$ cat config.mk
export PLATFORM = sky130hd
export DESIGN_NAME = crossroad_scheduler_flat
export DESIGN_NICKNAME = d
export VERILOG_FILES = /design/src/rtl/crossroad_pkg.sv /design/src/rtl/crossroad_scheduler_if.sv /design/src/rtl/ms_timer.sv /design/src/rtl/crossroad_scheduler.sv /design/src/flat_wrapper.sv
export SDC_FILE = /design/constraint.sdc
export NUM_CORES = 1
export LEC_CHECK = 0
export ABC_AREA = 1
export ABC_CLOCK_PERIOD_IN_PS = 3100
export BUFFER_PORTS_ARGS = -buffer_cell sky130_fd_sc_hd__clkbuf_2
export CORE_ASPECT_RATIO = 2
export CORE_UTILIZATION = 40
export CTS_CLUSTER_SIZE = 24
export DETAILED_ROUTE_END_ITERATION = 16
export PLACE_DENSITY = 0.68
export SLEW_MARGIN = 20
export SYNTH_ARGS = -nofsm -noshare
export SYNTH_HDL_FRONTEND = slang
export SYNTH_SLANG_ARGS = --single-unit
$ cat constraint.sdc
create_clock -name clk_i -period 3.1 [get_ports clk_i]
set_input_delay 0.62 -clock clk_i [delete_from_list [all_inputs] [get_ports clk_i]]
set_output_delay 0.62 -clock clk_i [all_outputs]
set_load 0.005 [all_outputs]
$ cat src/rtl/crossroad_pkg.sv
// Shared types and constants for the crossroad scheduler: command codes,
// scheduler state encoding, millisecond duration type and a saturating adder.
package crossroad_pkg;

    typedef logic [15:0] ms_t;

    localparam logic [2:0] CMD_ON     = 3'd0;
    localparam logic [2:0] CMD_OFF    = 3'd1;
    localparam logic [2:0] CMD_BLINK  = 3'd2;
    localparam logic [2:0] CMD_GREEN  = 3'd3;
    localparam logic [2:0] CMD_YELLOW = 3'd4;
    localparam logic [2:0] CMD_RED    = 3'd5;

    // Encoding is visible on phase_o, so IDLE must stay at zero.
    typedef enum logic [3:0] {
        IDLE   = 4'd0,
        BLINK  = 4'd1,
        AR_A   = 4'd2,
        NS_GO  = 4'd3,
        NS_CLR = 4'd4,
        AR_B   = 4'd5,
        EW_GO  = 4'd6,
        EW_CLR = 4'd7
    } state_t;

    // Duration sums clip at the top of the 16-bit range instead of wrapping.
    function automatic ms_t sat_add(input ms_t a, input ms_t b);
        logic [16:0] sum;
        sum = {1'b0, a} + {1'b0, b};
        return sum[16] ? 16'hFFFF : sum[15:0];
    endfunction

endpackage

$ cat src/rtl/crossroad_scheduler_if.sv
// Command channel towards one traffic-light controller.
// Handshake: cmd_valid is a single-cycle strobe with no back-pressure; the
// receiver must take cmd_type/cmd_data in the cycle cmd_valid is high.
// Outside that cycle type and data are driven to zero.
interface crossroad_scheduler_if;
    import crossroad_pkg::*;

    logic [2:0] cmd_type;
    logic       cmd_valid;
    ms_t        cmd_data;

    modport master (output cmd_type, output cmd_valid, output cmd_data);
    modport slave  (input  cmd_type, input  cmd_valid, input  cmd_data);

endinterface

$ cat src/rtl/ms_timer.sv
// Millisecond timebase: a prescaler producing one tick per CLK_PER_MS cycles
// and a saturating ms counter, both cleared by restart. expired is raised on
// the tick that completes the loaded duration, so a state of N ms that
// restarts the timer on entry is left after exactly N*CLK_PER_MS cycles.
module ms_timer
    import crossroad_pkg::*;
#(
    parameter int CLK_PER_MS = 1000
) (
    input  logic clk,
    input  logic srst,
    input  logic restart,
    input  ms_t  load,
    output logic tick,
    output ms_t  elapsed,
    output logic expired
);

    localparam int PW = (CLK_PER_MS > 1) ? $clog2(CLK_PER_MS) : 1;
    localparam logic [PW-1:0] PRE_LAST = PW'(CLK_PER_MS - 1);

    logic [PW-1:0] pre_q;

    assign tick    = (pre_q == PRE_LAST);
    assign expired = tick && (({1'b0, elapsed} + 17'd1) >= {1'b0, load});

    // Prescaler and ms counter, both restarted at every state entry.
    always_ff @(posedge clk) begin
        if (srst || restart) begin
            pre_q   <= '0;
            elapsed <= '0;
        end else if (tick) begin
            pre_q <= '0;
            if (elapsed != 16'hFFFF) begin
                elapsed <= elapsed + 16'd1;
            end
        end else begin
            pre_q <= pre_q + PW'(1);
        end
    end

endmodule

$ cat src/rtl/crossroad_scheduler.sv
// Two-approach intersection scheduler driving the NS and EW light controllers
// through green / yellow / all-red phases, with run/stop, night blink and
// runtime green times. Pedestrian requests are handled only when the macro
// CROSSROAD_PED_EN is defined; otherwise ped_req_i is ignored.
module crossroad_scheduler
    import crossroad_pkg::*;
#(
    parameter int CLK_PER_MS   = 1000,
    parameter int ALL_RED_MS   = 2,
    parameter int YELLOW_MS    = 3,
    parameter int MIN_GREEN_MS = 5,
    parameter int PED_WALK_MS  = 8,
    parameter int DEF_GREEN_MS = 20
) (
    input  logic                  clk_i,
    input  logic                  srst_i,
    input  logic                  enable_i,
    input  logic                  blink_i,
    input  logic                  cfg_valid_i,
    input  ms_t                   cfg_ns_green_i,
    input  ms_t                   cfg_ew_green_i,
    input  logic                  ped_req_i,
    crossroad_scheduler_if.master ns_cmd,
    crossroad_scheduler_if.master ew_cmd,
    output logic                  ped_walk_o,
    output logic [3:0]            phase_o
);

    localparam ms_t ALL_RED = 16'(ALL_RED_MS);
    localparam ms_t YELLOW  = 16'(YELLOW_MS);

    state_t     state_q, state_d;
    ms_t        dur_q;
    ms_t        ns_green_q, ew_green_q;
    logic       take, to_ns, to_ew, ar_next, ped_cut;
    logic [2:0] type_d;
    ms_t        data_d, ar_dur;
    logic       tick, expired;
    ms_t        elapsed;

    logic       ns_valid_q, ew_valid_q;
    logic [2:0] ns_type_q, ew_type_q;
    ms_t        ns_data_q, ew_data_q;

    ms_timer #(.CLK_PER_MS(CLK_PER_MS)) u_timer (
        .clk     (clk_i),
        .srst    (srst_i),
        .restart (take),
        .load    (dur_q),
        .tick    (tick),
        .elapsed (elapsed),
        .expired (expired)
    );

    assign ar_next = (state_d == AR_A) || (state_d == AR_B);

`ifdef CROSSROAD_PED_EN
    logic ped_pending_q, walk_q, min_reached;

    assign min_reached = ({1'b0, elapsed} + 17'd1) >= 17'(MIN_GREEN_MS);
    assign ped_cut     = tick && ped_pending_q && min_reached;
    assign ar_dur      = ped_pending_q ? sat_add(ALL_RED, 16'(PED_WALK_MS)) : ALL_RED;
    assign ped_walk_o  = walk_q;

    // Sticky request; a request in the clearing cycle itself survives.
    always_ff @(posedge clk_i) begin
        if (srst_i)               ped_pending_q <= 1'b0;
        else if (ped_req_i)       ped_pending_q <= 1'b1;
        else if (take && ar_next) ped_pending_q <= 1'b0;
    end

    // Walk is held for the whole all-red state that served a request.
    always_ff @(posedge clk_i) begin
        if (srst_i)    walk_q <= 1'b0;
        else if (take) walk_q <= ar_next && ped_pending_q;
    end
`else
    logic unused_ped;

    assign ped_cut    = 1'b0;
    assign ar_dur     = ALL_RED;
    assign ped_walk_o = 1'b0;
    assign unused_ped = ^{ped_req_i, tick, elapsed};
`endif

    // Next-state decision and the command it produces (disable > blink > sequence).
    always_comb begin
        state_d = state_q;
        take    = 1'b0;
        to_ns   = 1'b0;
        to_ew   = 1'b0;
        type_d  = CMD_ON;
        data_d  = '0;
        if (state_q != IDLE && !enable_i) begin
            state_d = IDLE;  take = 1'b1; to_ns = 1'b1; to_ew = 1'b1; type_d = CMD_OFF;
        end else if (enable_i && blink_i && state_q != BLINK) begin
            state_d = BLINK; take = 1'b1; to_ns = 1'b1; to_ew = 1'b1; type_d = CMD_BLINK;
        end else begin
            case (state_q)
                IDLE, BLINK: if ((state_q == IDLE) ? enable_i : !blink_i) begin
                    state_d = AR_A; take = 1'b1; to_ns = 1'b1; to_ew = 1'b1;
                    type_d = CMD_ON; data_d = ar_dur;
                end
                AR_A: if (expired) begin
                    state_d = NS_GO; take = 1'b1; to_ns = 1'b1;
                    type_d = CMD_GREEN; data_d = ns_green_q;
                end
                NS_GO: if (expired || ped_cut) begin
                    state_d = NS_CLR; take = 1'b1; to_ns = 1'b1;
                    type_d = CMD_YELLOW; data_d = YELLOW;
                end
                NS_CLR: if (expired) begin
                    state_d = AR_B; take = 1'b1; to_ns = 1'b1;
                    type_d = CMD_RED; data_d = ar_dur;
                end
                AR_B: if (expired) begin
                    state_d = EW_GO; take = 1'b1; to_ew = 1'b1;
                    type_d = CMD_GREEN; data_d = ew_green_q;
                end
                EW_GO: if (expired || ped_cut) begin
                    state_d = EW_CLR; take = 1'b1; to_ew = 1'b1;
                    type_d = CMD_YELLOW; data_d = YELLOW;
                end
                EW_CLR: if (expired) begin
                    state_d = AR_A; take = 1'b1; to_ew = 1'b1;
                    type_d = CMD_RED; data_d = ar_dur;
                end
                default: begin
                    state_d = IDLE; take = 1'b1;
                end
            endcase
        end
    end

    // State register; the duration of the entered state is latched with it.
    always_ff @(posedge clk_i) begin
        if (srst_i) begin
            state_q <= IDLE;
            dur_q   <= '0;
        end else if (take) begin
            state_q <= state_d;
            dur_q   <= data_d;
        end
    end

    // Green-time registers; zero is clamped to 1 ms.
    always_ff @(posedge clk_i) begin
        if (srst_i) begin
            ns_green_q <= 16'(DEF_GREEN_MS);
            ew_green_q <= 16'(DEF_GREEN_MS);
        end else if (cfg_valid_i) begin
            ns_green_q <= (cfg_ns_green_i == '0) ? 16'd1 : cfg_ns_green_i;
            ew_green_q <= (cfg_ew_green_i == '0) ? 16'd1 : cfg_ew_green_i;
        end
    end

    // Registered one-cycle command strobes per channel.
    always_ff @(posedge clk_i) begin
        if (srst_i) begin
            ns_valid_q <= 1'b0; ns_type_q <= '0; ns_data_q <= '0;
            ew_valid_q <= 1'b0; ew_type_q <= '0; ew_data_q <= '0;
        end else begin
            ns_valid_q <= to_ns;
            ns_type_q  <= to_ns ? type_d : 3'd0;
            ns_data_q  <= to_ns ? data_d : '0;
            ew_valid_q <= to_ew;
            ew_type_q  <= to_ew ? type_d : 3'd0;
            ew_data_q  <= to_ew ? data_d : '0;
        end
    end

    assign ns_cmd.cmd_valid = ns_valid_q;
    assign ns_cmd.cmd_type  = ns_type_q;
    assign ns_cmd.cmd_data  = ns_data_q;
    assign ew_cmd.cmd_valid = ew_valid_q;
    assign ew_cmd.cmd_type  = ew_type_q;
    assign ew_cmd.cmd_data  = ew_data_q;
    assign phase_o          = state_q;

endmodule
$ cat src/flat_wrapper.sv
// flat-port wrapper written by rule: the top's interface ports become plain ports
module crossroad_scheduler_flat import crossroad_pkg::*;
#(
    parameter int CLK_PER_MS   = 1000,
    parameter int ALL_RED_MS   = 2,
    parameter int YELLOW_MS    = 3,
    parameter int MIN_GREEN_MS = 5,
    parameter int PED_WALK_MS  = 8,
    parameter int DEF_GREEN_MS = 20
)
  (clk_i, srst_i, enable_i, blink_i, cfg_valid_i, cfg_ns_green_i, cfg_ew_green_i, ped_req_i, ped_walk_o, phase_o, ns_cmd_cmd_type, ns_cmd_cmd_valid, ns_cmd_cmd_data, ew_cmd_cmd_type, ew_cmd_cmd_valid, ew_cmd_cmd_data);
  crossroad_scheduler_if ns_cmd_i ();
  crossroad_scheduler_if ew_cmd_i ();
  input  logic clk_i;
  input  logic srst_i;
  input  logic enable_i;
  input  logic blink_i;
  input  logic cfg_valid_i;
  input  ms_t cfg_ns_green_i;
  input  ms_t cfg_ew_green_i;
  input  logic ped_req_i;
  output logic ped_walk_o;
  output logic [3:0] phase_o;
  output wire logic [$bits(ns_cmd_i.cmd_type)-1:0] ns_cmd_cmd_type;
  output wire logic [$bits(ns_cmd_i.cmd_valid)-1:0] ns_cmd_cmd_valid;
  output wire logic [$bits(ns_cmd_i.cmd_data)-1:0] ns_cmd_cmd_data;
  output wire logic [$bits(ew_cmd_i.cmd_type)-1:0] ew_cmd_cmd_type;
  output wire logic [$bits(ew_cmd_i.cmd_valid)-1:0] ew_cmd_cmd_valid;
  output wire logic [$bits(ew_cmd_i.cmd_data)-1:0] ew_cmd_cmd_data;
  assign ns_cmd_cmd_type = ns_cmd_i.cmd_type;
  assign ns_cmd_cmd_valid = ns_cmd_i.cmd_valid;
  assign ns_cmd_cmd_data = ns_cmd_i.cmd_data;
  assign ew_cmd_cmd_type = ew_cmd_i.cmd_type;
  assign ew_cmd_cmd_valid = ew_cmd_i.cmd_valid;
  assign ew_cmd_cmd_data = ew_cmd_i.cmd_data;
  crossroad_scheduler #(.CLK_PER_MS(CLK_PER_MS), .ALL_RED_MS(ALL_RED_MS), .YELLOW_MS(YELLOW_MS), .MIN_GREEN_MS(MIN_GREEN_MS), .PED_WALK_MS(PED_WALK_MS), .DEF_GREEN_MS(DEF_GREEN_MS)) u_core (.clk_i(clk_i), .srst_i(srst_i), .enable_i(enable_i), .blink_i(blink_i), .cfg_valid_i(cfg_valid_i), .cfg_ns_green_i(cfg_ns_green_i), .cfg_ew_green_i(cfg_ew_green_i), .ped_req_i(ped_req_i), .ns_cmd(ns_cmd_i), .ew_cmd(ew_cmd_i), .ped_walk_o(ped_walk_o), .phase_o(phase_o));
endmodule
# Word-level counts from Yosys, hierarchy flattened

Cells that the tools add are included.

Output and inout bits: 45
Input bits: 38
Register bits: 118

Bitwise logic cells: 2
Equality and inequality tests: 17
Mux-type cells: 38
Add/subtract/negate cells: 3
$lt $le $gt $ge: 1
Reduce and logical (&&, ||, !) cells: 23

Operators with widths:

| operator                                               | count |
|---|---|
| two-way mux 16 bit                                     | 6 |
| case mux 16 bit (5 select lines)                       | 1 |
| two-way mux 4 bit                                      | 9 |
| logical NOT 16 bit                                     | 2 |
| inequality test 4 x 1 -> 1 bit (second input constant) | 8 |
| case mux 4 bit (7 select lines)                        | 1 |
| adder 16 x 1 -> 17 bit (second input constant)         | 1 |
| >= comparator 17 x 16 -> 1 bit                         | 1 |
| adder 16 x 1 -> 16 bit (second input constant)         | 1 |
| equality test 4 x 3 -> 1 bit (second input constant)   | 4 |
| inequality test 16 bit (second input constant)         | 1 |
| OR reduction 2 bit                                     | 7 |
| two-way mux 3 bit                                      | 4 |
| adder 10 x 1 -> 10 bit (second input constant)         | 1 |
| equality test 10 bit (second input constant)           | 1 |
| two-way mux 1 bit                                      | 9 |
| case mux 3 bit (3 select lines)                        | 1 |
| equality test 4 x 2 -> 1 bit (second input constant)   | 2 |
| two-way mux 2 bit                                      | 4 |
| AND reduction 8 bit                                    | 1 |
| case mux 1 bit (2 select lines)                        | 3 |
| OR reduction 3 bit                                     | 2 |
| OR reduction 6 bit                                     | 1 |
| equality test 4 x 1 -> 1 bit (second input constant)   | 1 |
| 7 further kinds                                        | 12 |

# Longest topological paths before layout

Depth after elaboration: 9
Gate-level depth with buffers: 23

# By module

Synthesis repeated with hierarchy kept, for this count alone.

Cell total of the unflattened synthesis: 713
Area total of the unflattened synthesis: 5512.8 um^2

Modules (own cells, without submodules):

| module              | cells an instance | seq. area each (um^2) | area an instance (um^2) | instances |
|---|---|---|---|---|
| crossroad_scheduler | 421               | 1821.7                | 3594.7                  | 1 |
| ms_timer            | 292               | 520.5                 | 1918.1                  | 1 |

# Least setup slack after synthesis

OpenSTA, ideal clock, no wires.

Path kind: register -> register
Start: register u_core.u_timer.elapsed[2]
End: register u_core.dur_q[10]
Setup slack: 0.209 ns
Data required time: 2.986 ns
Library setup time: 0.114 ns
Data arrival time: 2.777 ns
Path buffers: 1
Cell stages (with the launch flop): 22
Period minus slack after synthesis: 2.891 ns
Path through: dfxtp_1 > nand3_1 > nor2_1 > inv_1 > nor2_1 > nand3_1 > or2_2 > xor2_1 > inv_1 > ha_1 > inv_1 > nor2_1 > nand3_1 > a21oi_2 > nand2_2 > nand2_2 > nand3_4 > nand3_4 > clkinv_2 > buf_6 > nand2_1 > nand2_1

Cells in the longest elaborated chain, start to end: 7
Elaborated cells between the ends (all ways): 12
Classes of those cells: 1 x add/sub; 1 x order compare; 9 x mux; 1 x reduce/logical

RTL lines:

| what                                                                                       | line                       | RTL |
|---|---|---|
| start, declared                                                                            | ms_timer.sv:15             | `output ms_t elapsed,` |
| start signal, assigned                                                                     | ms_timer.sv:35             | `elapsed <= elapsed + 16'd1;` |
| adder 16 x 1 -> 17 bit *                                                                   | ms_timer.sv:25             | `assign expired = tick && (({1'b0, elapsed} + 17'd1) >= {1'b0, load});` |
| >= comparator 17 x 16 -> 1 bit *                                                           | ms_timer.sv:25             |  |
| logical AND 1 bit *                                                                        | ms_timer.sv:25             |  |
| two-way mux 16 bit (tied with other cells)                                                 | crossroad_scheduler.sv:116 | `AR_B: if (expired) begin` |
| case mux 16 bit (5 select lines) / case mux 1 bit (2 select lines) (equally long branches) | crossroad_scheduler.sv:99  | `case (state_q)` |
| two-way mux 16 bit / two-way mux 1 bit (equally long branches)                             | crossroad_scheduler.sv:96  | `end else if (enable_i && blink_i && state_q != BLINK) begin` |
| two-way mux 16 bit / two-way mux 1 bit (equally long branches)                             | crossroad_scheduler.sv:94  | `if (state_q != IDLE && !enable_i) begin` |
| end signal, assigned                                                                       | crossroad_scheduler.sv:142 | `dur_q <= data_d;` |
| end, declared                                                                              | crossroad_scheduler.sv:33  | `ms_t dur_q;` |

Mark *: on every way between the ends. The rest lies on a longest branch, timed or not.
A chain may end at the register's enable or synchronous reset.

# Worst setup path after layout

Start: register u_core.u_timer.elapsed[1]
End: register u_core.u_timer.elapsed[6]

Cells in the longest elaborated chain, start to end: 8
Elaborated cells between the ends (all ways): 11
Classes of those cells: 2 x add/sub; 1 x order compare; 1 x eq/ne; 4 x mux; 3 x reduce/logical

RTL lines:

| what                            | line                      | RTL |
|---|---|---|
| adder 16 x 1 -> 17 bit          | ms_timer.sv:25            |  |
| >= comparator 17 x 16 -> 1 bit  | ms_timer.sv:25            |  |
| logical AND 1 bit               | ms_timer.sv:25            |  |
| two-way mux 1 bit               | --                        |  |
| case mux 1 bit (2 select lines) | crossroad_scheduler.sv:99 |  |
| two-way mux 1 bit               | crossroad_scheduler.sv:96 |  |
| two-way mux 1 bit               | crossroad_scheduler.sv:94 |  |
| logical OR 1 bit                | ms_timer.sv:29            | `if (srst \|\| restart) begin` |

Parallel ways exist; a longest one is shown, timed or not.

==> flow_summary.yaml <==
route:
  routed_via_density: 4.95
  drc_errors: 0
  wl_per_cell_um: 14.2
  via_count: 4844
  m1WireLength_mm: 5.00
  postRouteAntennaNets: 0
  dr_wl_met3_um: 429
  drtIter0Drc: 187
  maxUsedRoutingLayer: "met4"
  dr.pass1.iters: 4
  wl_mm: 13.9
  dr_wl_met2_mm: 7.82
floorplanning:
  ios: 83
  coreArea_sq_um: 12600
  dieWidth_um: 82.1
  start_util_pct: 40.9
  die_area_sq_um: 13300
  die_h_um: 162
  std_cell_rows: 58
yosys:
  synth_edf_count: 0
  syn_area_per_cell_sq_um: 7.47
  synth_ff_type: "dfxtp_1"
  synth-seq-cells: 117
  yosysSeqAreaShare_pct: 45.6
  yosys_warnings: 0
  async_reset_ff_share_pct: 0
  netlist_instances: 687
  synth_cell_types: 40
  netlist_area_sq_um: 5130
final_layout:
  design_area_sq_um: 7010
  syn2layout_area_growth_pct: 36.6
  final_layout_size_suffix_gt1_share_pct: 30.6
  layout.nets: 872
  diodes: 0
placement:
  gp_congestion: 0.859
  place_ws_ps: -298
  place_area_sq_um: 5930
  placement.io_buffers: 79
  hpwl_mm: 9.75
worst_setup_path:
  crit_top_cell: "nor2_4"
  path_cells: "buf_6 -> ha_4 -> nand2_4 -> nor2_4 -> nand2_2 -> nor2_4 -> nand2_2 -> xor2_2 -> inv_2 -> ha_4 -> a21oi_4 -> nor2_1 -> nor2_1 -> nand3_2 -> nor2_4 -> nand2_4 -> buf_6 -> nand3_4 -> nand3_4 -> clkbuf_16 -> a21oi_1"
  cp_max_fo: 8
  endpoint: "u_core.u_timer.elapsed[6]"
  r2r_slack_ps: 30
  path_class: "reg2reg"
  worst_path_max_delay_cell: "dfxtp_2"
  crit_arrival_ps: 3430
  r2r-end: "u_core.u_timer.elapsed[6]"
  required_ps: 3450
  critPathCaptureType: "flop"
  startpoint: "u_core.u_timer.elapsed[1]"
  max_stage_delay_ps: 340
  worstSetupStartpointType: "flop"
  r2r_start: "u_core.u_timer.elapsed[1]"
  worst-r2r-cell-count: 21
cts:
  numCtsBuffers: 17
  ctsHoldBuffers: 0
  ctsLongestPathBuffers: 2
  clkSlewWorstSetupHoldPaths_ps: 60
  h-tree-depth: 4
  cts.sinks: 117
  insertion_delay_ps: 420
  root_buffer: "clkbuf_16"
  tritoncts: "done"
run:
  drv_cap: 0
timing:
  finalCriticalPeriod_ps: 3070
  finalWorstSetupSlack_ps: 26.1
  slew_violations: 0
  skew_ps: 7.18
  setup_viol: 0
  timing.final.crit_share_pct: 99.2
  maxSlewHeadroom_pct: 57.3
  finalHoldViolations: 0
  hold_ws_ps: 423
  rsz0062_at_grt: "yes"
  fmax_ghz: 0.325
  worstMarginPinSlew_ps: 640
grt:
  antenna_found_initial: 0
  grt_overflow: 0
  grt_pass1_vias: 4802
  grt_pass1_wl_mm: 22.0
  grt_max_degree: 46
  grt_usage_pct: 22.2
outcome:
  status: "finished clean"
pwr:
  powerDensity_nw_per_um2: 635
  ir_worst_vdd_mv: 0.540
  leakage_nw: 3.13
hold_path:
  hold_path.class: "in2reg"
worst max-delay path, delay by kind of cell, from the launching register on:
| family | cells | cell delay, ps |
|---|---|---|
| buf+inv | 4 | 550 |
| fa+ha+maj | 2 | 400 |
| xor+xnor | 1 | 180 |
| compound gates | 2 | 260 |
| flops | 1 | 340 |
| simple gates | 12 | 1270 |
synthesized netlist by cell type (all sizes together), types with 3 or more instances:
master	n	share of area, %
nor2	156	12
nand2	123	9.3
dfxtp	117	46
inv	78	5.7
o21ai	36	3.5
nand3	35	4.0
a21oi	28	2.9
ha	18	4.4
xor2	16	2.7
a22oi	13	1.9
buf	13	1.7
clkbuf	13	0.95
nand4	10	1.3
nor4	9	1.1
xnor2	4	0.68
or2	3	0.37
how the worst min path moves through the flow:
stage | start | end | slack [ps] | cells past startpoint
finish | srst_i | u_core.phase_o[2] | 420 | 2
global route | srst_i | u_core.phase_o[2] | 410 | 2
CTS | srst_i | u_core.phase_o[2] | 410 | 2
detailed placement | u_core.dur_q[5] | u_core.dur_q[5] | 430 | 2
global placement | u_core.u_timer.pre_q[0] | u_core.u_timer.pre_q[0] | 430 | 1
floorplan | u_core.u_timer.pre_q[0] | u_core.u_timer.pre_q[0] | 410 | 1
cells in the final DEF, fill, tap and decap left out, drive strengths merged, types with 2 or more instances in the layout:
master    instances
nor4              9
a22o              2
xnor2             4
clkinv            7
bufinv            2
buf              54
nand2           123
a21oi            28
nand3            35
nor2            156
dfxtp           117
clkinvlp          5
nor3              2
conb              2
o21ai            36
inv              80
ha               18
nand4            11
xor2             16
a22oi            13
clkbuf           98
or2               3
kinds of logic after synthesis:
| family | synth area share, % |
|---|---|
| other | 0.0731 |
| AND/OR/NAND/NOR | 28.3 |
| adder cells (fa/ha/maj) | 4.39 |
| XOR/XNOR | 3.41 |
| AO/OA/AOI/OAI | 9.68 |
| flip-flops | 45.6 |
| buffers and inverters | 8.49 |
metal layers:
layer / vias to the layer above / track usage (%)
met5: - / 0
met4: 0 / 12.0
met3: 39 / 4.16
met2: 107 / 41.7
met1: 2250 / 21.6
li1: 2448 / -
metrics by stage:
| step | std cells | util (%) | power, mW | setup TNS (ps) |
|---|---|---|---|---|
| 4_1_cts | 973 | 53.2 | 4.37 | 0 |
| 5_1_grt | 979 | 55.9 | 4.63 | -6890 |
| 3_3_place_gp | 935 | 47.2 | 2.36 | -10830 |
| 3_5_place_dp | 935 | 47.2 | 2.37 | -11820 |
| 2_1_floorplan | 688 | - | 2.13 | 0 |
| 6_report | 979 | 55.9 | 4.45 | 0 |
state kept, by name, indices dropped and copies added (netlist names):
| name | count |
|---|---|
| u_core.dur_q | 16 |
| u_core.ew_cmd.cmd_data | 16 |
| u_core.ew_cmd.cmd_type | 3 |
| u_core.ew_cmd.cmd_valid | 1 |
| u_core.ew_green_q | 16 |
| u_core.ns_cmd.cmd_data | 16 |
| u_core.ns_cmd.cmd_type | 3 |
| u_core.ns_cmd.cmd_valid | 1 |
| u_core.ns_green_q | 16 |
| u_core.phase_o | 3 |
| u_core.u_timer.elapsed | 16 |
| u_core.u_timer.pre_q | 10 |
area by class of cell:
cell class | instances | area [sq um]
Sequential cell | 117 | 2350
Clock buffer | 18 | 439
Clock inverter | 14 | 155
Tap cell | 150 | 188
Timing Repair Buffer | 134 | 881
Fill cell | 1188 | 5540
Inverter | 80 | 309
Multi-Input combinational cell | 466 | 2690
what timing repair did:
action	CTS	global route
gates resized for setup	26	72
setup endpoints to repair	83	85
setup buffers	5	5
pin swaps	3	28
cloned	1	1
power breakdown:
part | internal, mW | leakage [nW] | switching (mW)
registers | 1.58 | 0.956 | 0.0565
logic | 0.317 | 1.90 | 0.554
clock network | 1.21 | 0.275 | 0.734
total | 3.11 | 3.13 | 1.34
Note: power is estimated with default switching activity, not from simulation.
